File: src/rtl/lsu_mem_initiator.sv
// lsu_mem_initiator
// Load/store initiator between the execute stage and a word-organised data
// memory with a 1-cycle registered read path and per-byte write masks.
// Accepts one B/H/W request at a time, splits word-crossing accesses into
// two beats, reassembles load data and sign/zero-extends it.
//
// Ports:
//   clk, rst            clock (rising edge), async active-high reset
//   req_valid/req_ready request handshake; ready only in IDLE
//   req_addr/req_wdata  byte address, right-aligned store data
//   req_memOp/req_we    0=B 1=H 2=W 4=BU 5=HU (3,6,7 -> W); 1=store
//   resp_valid/rdata    one-cycle completion pulse, extended load data
//   busy                high outside IDLE
//   mem_*               word-aligned beat address, lane data, mask, strobes
//   mem_rdata           read word, valid the cycle after mem_re
//
// state  | meaning
// IDLE   | waiting for a request
// BEAT0  | beat 0 on the memory bus at the base word
// BEAT1  | beat 1 at base+4; loads capture beat-0 read data
// WAIT   | last read word arrives; load result is formed
// DONE   | resp_valid pulse
module lsu_mem_initiator #(
  parameter int addrWidth = 32,
  parameter int dataWidth = 32
) (
  input  logic                 clk,
  input  logic                 rst,
  input  logic                 req_valid,
  output logic                 req_ready,
  input  logic [addrWidth-1:0] req_addr,
  input  logic [dataWidth-1:0] req_wdata,
  input  logic [2:0]           req_memOp,
  input  logic                 req_we,
  output logic                 resp_valid,
  output logic [dataWidth-1:0] resp_rdata,
  output logic                 busy,
  output logic [addrWidth-1:0] mem_addr,
  output logic [dataWidth-1:0] mem_wdata,
  output logic [3:0]           mem_wmask,
  output logic                 mem_we,
  output logic                 mem_re,
  input  logic [dataWidth-1:0] mem_rdata
);

  typedef enum logic [2:0] {S_IDLE, S_BEAT0, S_BEAT1, S_WAIT, S_DONE} state_t;

  state_t state, state_d;

  logic [addrWidth-1:0] addr_q;
  logic [dataWidth-1:0] wdata_q, w0_q;
  logic [2:0]           op_q;
  logic                 we_q;

  logic accept;
  assign req_ready = (state == S_IDLE) & ~rst;
  assign busy      = (state != S_IDLE);
  assign accept    = req_valid & req_ready;

  // Beat 0 is launched on the accept edge, so in IDLE the request fields
  // come straight from the inputs; afterwards from the latched copy.
  logic [addrWidth-1:0] cur_addr;
  logic [dataWidth-1:0] cur_wdata;
  logic [2:0]           cur_op;
  logic                 cur_we;

  always_comb begin
    if (state == S_IDLE) begin
      cur_addr  = req_addr;
      cur_wdata = req_wdata;
      cur_op    = req_memOp;
      cur_we    = req_we;
    end else begin
      cur_addr  = addr_q;
      cur_wdata = wdata_q;
      cur_op    = op_q;
      cur_we    = we_q;
    end
  end

  logic [2:0] size;
  logic [3:0] smask;
  logic       ld_signed;

  always_comb begin
    case (cur_op)
      3'd0, 3'd4: begin size = 3'd1; smask = 4'b0001; end
      3'd1, 3'd5: begin size = 3'd2; smask = 4'b0011; end
      default:    begin size = 3'd4; smask = 4'b1111; end
    endcase
    ld_signed = (cur_op == 3'd0) | (cur_op == 3'd1);
  end

  logic [1:0]           off;
  logic                 split;
  logic [5:0]           sh0, sh1;
  logic [addrWidth-1:0] base, base1;
  logic [3:0]           mask0, mask1;
  logic [dataWidth-1:0] data0, data1;

  assign off   = cur_addr[1:0];
  assign split = ({1'b0, off} + size) > 3'd4;
  assign sh0   = {1'b0, off, 3'b000};
  assign sh1   = 6'd32 - sh0;
  assign base  = {cur_addr[addrWidth-1:2], 2'b00};
  assign base1 = base + addrWidth'(4);   // wraps past the top of memory
  assign mask0 = smask << off;
  assign mask1 = smask >> (3'd4 - {1'b0, off});
  assign data0 = cur_wdata << sh0;
  assign data1 = cur_wdata >> sh1;     // only used when split, so off != 0

  // In WAIT the arriving word is beat 0 for aligned loads, beat 1 for split.
  logic [dataWidth-1:0] w0_sel, w1_sel, v, ld_ext;
  assign w0_sel = split ? w0_q : mem_rdata;
  assign w1_sel = split ? mem_rdata : '0;
  assign v      = dataWidth'({w1_sel, w0_sel} >> sh0);

  always_comb begin
    case (size)
      3'd1:    ld_ext = ld_signed ? {{24{v[7]}}, v[7:0]}   : {24'b0, v[7:0]};
      3'd2:    ld_ext = ld_signed ? {{16{v[15]}}, v[15:0]} : {16'b0, v[15:0]};
      default: ld_ext = v;
    endcase
  end

  logic                 mem_re_d, mem_we_d, resp_valid_d;
  logic [3:0]           mem_wmask_d;
  logic [addrWidth-1:0] mem_addr_d;
  logic [dataWidth-1:0] mem_wdata_d, resp_rdata_d;

  always_comb begin
    state_d      = state;
    mem_re_d     = 1'b0;
    mem_we_d     = 1'b0;
    mem_wmask_d  = 4'b0;
    mem_addr_d   = '0;
    mem_wdata_d  = '0;
    resp_valid_d = 1'b0;
    resp_rdata_d = '0;
    case (state)
      S_IDLE: begin
        if (accept) begin
          state_d    = S_BEAT0;
          mem_addr_d = base;
          mem_re_d   = ~cur_we;
          mem_we_d   = cur_we;
          if (cur_we) begin
            mem_wmask_d = mask0;
            mem_wdata_d = data0;
          end
        end
      end
      S_BEAT0: begin
        if (split) begin
          state_d    = S_BEAT1;
          mem_addr_d = base1;
          mem_re_d   = ~cur_we;
          mem_we_d   = cur_we;
          if (cur_we) begin
            mem_wmask_d = mask1;
            mem_wdata_d = data1;
          end
        end else if (cur_we) begin
          state_d      = S_DONE;
          resp_valid_d = 1'b1;
        end else begin
          state_d = S_WAIT;
        end
      end
      S_BEAT1: begin
        if (cur_we) begin
          state_d      = S_DONE;
          resp_valid_d = 1'b1;
        end else begin
          state_d = S_WAIT;
        end
      end
      S_WAIT: begin
        state_d      = S_DONE;
        resp_valid_d = 1'b1;
        resp_rdata_d = ld_ext;
      end
      S_DONE: state_d = S_IDLE;
      default: state_d = S_IDLE;
    endcase
  end

  always_ff @(posedge clk or posedge rst) begin
    if (rst) begin
      state <= S_IDLE;
    end else begin
      state <= state_d;
    end
  end

  always_ff @(posedge clk or posedge rst) begin
    if (rst) begin
      addr_q     <= '0;
      wdata_q    <= '0;
      op_q       <= '0;
      we_q       <= 1'b0;
      w0_q       <= '0;
      mem_re     <= 1'b0;
      mem_we     <= 1'b0;
      mem_wmask  <= 4'b0;
      mem_addr   <= '0;
      mem_wdata  <= '0;
      resp_valid <= 1'b0;
      resp_rdata <= '0;
    end else begin
      if (accept) begin
        addr_q  <= req_addr;
        wdata_q <= req_wdata;
        op_q    <= req_memOp;
        we_q    <= req_we;
      end
      if (state == S_BEAT1) begin
        w0_q <= mem_rdata;
      end
      mem_re     <= mem_re_d;
      mem_we     <= mem_we_d;
      mem_wmask  <= mem_wmask_d;
      mem_addr   <= mem_addr_d;
      mem_wdata  <= mem_wdata_d;
      resp_valid <= resp_valid_d;
      resp_rdata <= resp_rdata_d;
    end
  end

endmodule

File: config.mk
export PLATFORM = sky130hd
export DESIGN_NAME = lsu_mem_initiator
export DESIGN_NICKNAME = d
export VERILOG_FILES = /design/src/rtl/lsu_mem_initiator.sv
export SDC_FILE = /design/constraint.sdc
export NUM_CORES = 1
export LEC_CHECK = 0
export CORE_AREA = 2 2 169 171
export CTS_CLUSTER_DIAMETER = 200
export DETAILED_ROUTE_END_ITERATION = 12
export DIE_AREA = 0 0 171 173
export PLACE_DENSITY = 0.66
export SLEW_MARGIN = 20
export SYNTH_ARGS = -nofsm -noshare
export SYNTH_HDL_FRONTEND = slang
export SYNTH_SLANG_ARGS = --single-unit
File: constraint.sdc
create_clock -name clk -period 7.36 [get_ports clk]
set_input_delay 1.472 -clock clk [delete_from_list [all_inputs] [get_ports clk]]
set_output_delay 1.472 -clock clk [all_outputs]
set_load 0.01 [all_outputs]
==> run metrics, run 1 <==
status complete, no violations; Total GRT Usage 0.218; synth cell count leaders nand2_1 (306), dfrtp_1 (204), mux2i_1 (125); Syn Area/Cell 9.25 sq um; final setup fails 0; Layout fillers 2,565; Storage cell area 0.00510 sq mm; Placed Area 0.0133 sq mm; multi-input logic area 0.00550 sq mm; Post-Syn Area 0.0110 sq mm; flops & latches, synth 204; Synth Flop Type dfrtp_1; reg-to-reg endpoint resp_rdata[28]; Slew Viols, Final 0; async set or reset register ratio after synthesis 1.00; die height 173 um; CP Launch Type input port; CTS Hold Bufs 0; DR iter-0 viols 817; die width 171 um; Post-synth EDFFs 0; WP data required 7.77 ns; Worst R2R Path Depth 12; count of buffers from port buffering 205; final instance area 0.0142 sq mm; Power Dens Cells 478 mW/mm^2; Hold Path Cell Cnt 2; Vias 9,515; CTS Buf Count 25; CTS tree yes; Worst Setup End Kind flop; vias in the first global route 9,489; final hold vios 0; initial antenna violation count 2; Skew-Pair Late Insertion Delay 0.53 ns; maxcap violations 0; WHS Endpoint wdata_q[31]; fraction of layout cells with a size suffix above 1 0.0904; Initial Util 0.396; H-tree depth 1; first-pass GRT wire length 51,700 um; area leader, netlist dfrtp_1; die area 0.0296 sq mm; GR Overflow Total 0; num ports 208; sequential share of the synthesized area 0.466; WL per Instance 18.5 um; clock root buffer clkbuf_16; worst reg-to-reg setup slack 2.49 ns; type of the worst setup path in2reg; crit path max fanout 20; period utilization 0.758; Setup Buffers After CTS 0; clk sinks 204; hpwl dp 21,300 um; Layout Area Growth over Synthesis 29.5%; Layout Nets 1,461; synth unique cells 67; Antenna Nets Post-Route 0; DR vias/cell 5.43; HP Class reg2reg; Cells after Synth 1,184; Core ar. 0.0276 sq mm; GPL Wtd Cong 0.857; leakage 6.34 nW; Yosys warnings 0; Setup Total Neg Slack 0 ns; most instantiated library cell after synthesis nand2_1; Slew HR 0.338; top-area cell type share of the netlist area 0.466; ranking of synthesized cells by area dfrtp_1 (47%), mux2i_1 (11%), nand2_1 (10%), mux2_2 (3.7%), o21ai_0 (3.5%); # DRC 0; min-delay src wdata_q[31]; Peak Freq 179 MHz; post-route clock skew 0.0209 ns; unrepaired setup endpoints after global routing no; min cycle time layout 5.58 ns; Clock Path Buffers 3; largest net degree at the start of global routing 129; post_cts resized 0; CTS clk-pin slew, worst paths 0.06 ns; worst r2r src state[1]; Slew @ Worst Pin 0.992 ns; final WL 32,300 um; DRT Pass-1 Iters 5; Max VDD drop 333 uV; WP data arrival 5.99 ns; final core utilization 0.513; Site Rows 61
how the worst max path moves through the flow:
stage                            from             end  slack, ns  cells after the start
after floorplan                   rst       addr_q[0]       0.31                      1
after global placement    req_addr[0]  resp_rdata[28]       1.41                     14
after detailed placement  req_addr[0]  resp_rdata[28]       1.25                     14
after CTS                 req_addr[0]  resp_rdata[28]       1.74                     14
after global routing      req_addr[0]  resp_rdata[17]       1.39                     14
final                     req_addr[0]  resp_rdata[28]       1.78                     14
per-stage QoR:
stage | total power (W) | hold WS [ns] | worst slack [ns] | std cells
after floorplan | 0.00450 | 0.442 | 0.309 | 1185
after global placement | 0.00544 | 0.455 | 1.41 | 1703
after detailed placement | 0.00552 | 0.461 | 1.25 | 1703
after CTS | 0.00678 | 0.476 | 1.74 | 1747
after global routing | 0.00727 | 0.489 | 1.39 | 1751
final | 0.00678 | 0.470 | 1.78 | 1751
cell type report:
class / instances / area share
diodes: 2 / 0.000353
flip-flops and latches: 204 / 0.360
inverters: 9 / 0.00291
clock inverters: 10 / 0.00626
well taps: 378 / 0.0333
clock buffers: 34 / 0.0514
multi-input cells: 887 / 0.388
repair buffers: 227 / 0.158
power by group:
part | internal (W) | switching, W | leakage (nW)
combinational | 0.00155 | 0.00230 | 3.28
sequential | 0.00150 | 0.000210 | 2.66
clock | 0.000726 | 0.000496 | 0.396
sequential cells by signal (all words and copies together), names as in the netlist, 3 cells and up:
name        count
addr_q         32
mem_wdata      32
resp_rdata     32
w0_q           32
wdata_q        32
mem_addr       30
mem_wmask       4
op_q            3
state           3
cells by family after synthesis:
kind of cell             share of synthesized area
AO/OA/AOI/OAI                                0.137
XOR/XNOR                                    0.0200
adder cells (fa/ha/maj)                    0.00526
buffers and inverters                       0.0350
flip-flops                                   0.466
multiplexers                                 0.151
other                                     0.000342
AND/OR/NAND/NOR                              0.185
layer usage:
layer | part of all wire | track usage
met3 | 0.057 | 0.0282
met1 | 0.44 | 0.303
met4 | 0.031 | 0.0689
met5 | 0 | 0
met2 | 0.47 | 0.355
placed cells by master, fill, tap and decap left out, drive strengths merged, types with 5 or more instances in the layout:
master / Yosys / routed
o2bb2ai: 6 / 6
a32oi: 8 / 8
mux2i: 125 / 125
nand3: 12 / 12
clkdlybuf4s50: 0 / 205
o21ai: 80 / 80
nor3: 24 / 24
xor2: 8 / 8
mux2: 36 / 36
clkbuf: 63 / 34
o22ai: 28 / 28
nor2: 61 / 61
inv: 9 / 10
xnor2: 17 / 17
a211oi: 26 / 26
a221oi: 16 / 16
a21oi: 33 / 33
buf: 22 / 22
nand2: 307 / 307
o221ai: 8 / 8
and2: 5 / 5
dfrtp: 204 / 204
nor4b: 8 / 8
nand2b: 6 / 6
nor2b: 7 / 7
critical path: stages:
cell and delay [ns]:
clkdlybuf4s50_1 0.70, nor4b_1 0.65, nor2_4 0.08, inv_2 0.08, ha_1 0.14, inv_1 0.05, fa_1 0.46, or3_1 0.50
a21oi_4 0.50, buf_4 0.44, mux2i_1 0.31, o21ai_0 0.16, a221oi_1 0.36, nor3_1 0.07
Power figures use the tool's default switching activity.
==> run 2: changes to the inputs <==
- clock period: 7.36 -> 5.1 ns (I/O delays scaled with it)
==> run 2 against run 1 <==
Clock skew grew 0.0049 ns. Critical path type unchanged. Worst hold slack better by 0.0027 ns. Global-route usage is 0.10 points lower. Non-clock buffer count grew 9. Die area unchanged. Critical path depth unchanged. Wire length up 0.55%. Worst setup slack lost 1.1 ns. First-iteration DRC count decreased by 7.0%. Clock-buffer cell count unchanged. Register-to-register slack got worse by 1.7 ns.
==> run metrics, run 2 (same netlist as run 1, synthesis figures left out) <==
status complete, no violations; initial antenna violation count 1; CTS Hold Bufs 0; final setup fails 0; post-route clock skew 0.0258 ns; fraction of layout cells with a size suffix above 1 0.0922; Slew HR 0.288; leakage 6.37 nW; crit-path leading delay family simple AND/OR/NAND/NOR gates; die area 0.0296 sq mm; Placed Area 0.0134 sq mm; GR Overflow Total 0; type of the worst setup path in2reg; count of buffers from port buffering 205; # DRC 0; first-pass GRT wire length 51,500 um; WP data arrival 4.86 ns; DR iter-0 viols 760; Peak Freq 226 MHz; Layout Area Growth over Synthesis 30.0%; Setup Total Neg Slack 0 ns; DRT Pass-1 Iters 5; final WL 32,500 um; num ports 208; die width 171 um; crit path max fanout 7; Final Non-Filler Cells 1,756; Slew @ Worst Pin 1.07 ns; reg-to-reg endpoint mem_wdata[25]; clk sinks 204; final instance area 0.0142 sq mm; WP data required 5.52 ns; Layout Nets 1,469; DR vias/cell 5.45; Site Rows 61; Clock Path Buffers 3; Skew-Pair Late Insertion Delay 0.52 ns; Antenna Nets Post-Route 0; Total GRT Usage 0.217; Hold Path Cell Cnt 2; min cycle time layout 4.43 ns; Vias 9,566; worst reg-to-reg setup slack 0.82 ns; die height 173 um; Buf+Inv Stages, Crit Path 2; Slowest cell on crit path clkdlybuf4s50_1; Core ar. 0.0276 sq mm; Worst Setup End Kind flop; Power Dens Cells 690 mW/mm^2; Initial Util 0.396; Max VDD drop 473 uV; CP Launch Type input port; hpwl dp 21,400 um; vias in the first global route 9,442; placed cells 1,713; CTS tree yes; CTS clk-pin slew, worst paths 0.06 ns; Worst R2R Path Depth 12; largest net degree at the start of global routing 205; min-delay src wdata_q[16]; GPL Wtd Cong 0.868; most common cell after layout, fill and taps aside nand2_1; worst r2r src state[1]; maxcap violations 0; Cell Chain, Critical Path clkdlybuf4s50_1, nor4b_1, or2_2, nor2_1, ha_1, inv_1, fa_1, or2_2, a2111oi_0, nand2_1, or3_1, nor2_1, o21ai_1, o221ai_1; H-tree depth 1; post_cts resized 0; Setup Buffers After CTS 0; CTS Buf Count 24; final core utilization 0.515; CP peak stage delay 0.47 ns; WL per Instance 18.5 um; HP Class reg2reg; unrepaired setup endpoints after global routing no; final hold vios 0; most frequent cells in the layout nand2_1 (305), clkdlybuf4s50_1 (205), dfrtp_1 (204), mux2i_1 (125), o21ai_0 (77); WHS Endpoint wdata_q[16]; clock root buffer clkbuf_16; total power 0.00982 W; Slew Viols, Final 0; period utilization 0.869
[run 2: cell types whose count changed in the layout (fill, tap and decap cells not counted), sizes merged]
cell	previous run	this run
clkinv	4	3
diode	2	1
clkinvlp	4	3
buf	22	31
bufinv	1	2
inv	10	8
[run 2: worst register-to-register path: stages, from the launching register on]
cell and delay [ns]:
dfrtp_1 0.48, nor3_4 0.24, buf_4 0.60, mux2_2 0.33
inv_2 0.05, fa_1 0.48, or2_2 0.31, a2111oi_0 0.46
nand2_1 0.16, or3_1 0.35, nor2_1 0.13, o21ai_1 0.26
o221ai_1 0.33
[run 2: layout make-up]
class                      count  area, sq um
sequential                   204         5100
multi-input combinational    887         5510
fill                        2552        13400
tap                          378          473
inverter                       9         37.5
clock inverter                 7         90.1
antenna                        1         2.50
clock buffer                  34          689
timing repair buffer         236         2330
[run 2: power breakdown]
part           leakage, nW  internal [W]  total (W)  switching (W)
Combinational         3.33       0.00232    0.00563        0.00330
Clock                0.377       0.00104    0.00171       0.000677
Sequential            2.66       0.00216    0.00248       0.000320
[run 2: worst max-delay path by stage]
| stage | start | end | slack [ns] | cells past startpoint |
|---|---|---|---|---|
| 2_1_floorplan | req_addr[0] | resp_rdata[21] | 0.008 | 17 |
| 3_3_place_gp | req_memOp[1] | resp_rdata[31] | 0.20 | 13 |
| 3_5_place_dp | req_memOp[1] | resp_rdata[16] | 0.04 | 13 |
| 4_1_cts | req_memOp[1] | resp_rdata[16] | 0.57 | 13 |
| 5_1_grt | req_memOp[1] | resp_rdata[26] | 0.46 | 14 |
| 6_report | req_memOp[1] | mem_wdata[25] | 0.67 | 14 |
[run 2: per-stage QoR]
stage / hold slack (ns) / setup slack [ns]
global placement: 0.455 / 0.197
CTS: 0.477 / 0.571
global route: 0.496 / 0.464
floorplan: 0.442 / 0.00793
finish: 0.473 / 0.666
detailed placement: 0.462 / 0.0439
[run 2: layer usage]
layer  routed length, um  up-vias  GRT usage
met2               15900      305      0.363
li1                    -     4518          -
met1               14000     4689      0.291
met3                1800       54     0.0327
met5                   0        -          0
met4                 776        0     0.0653
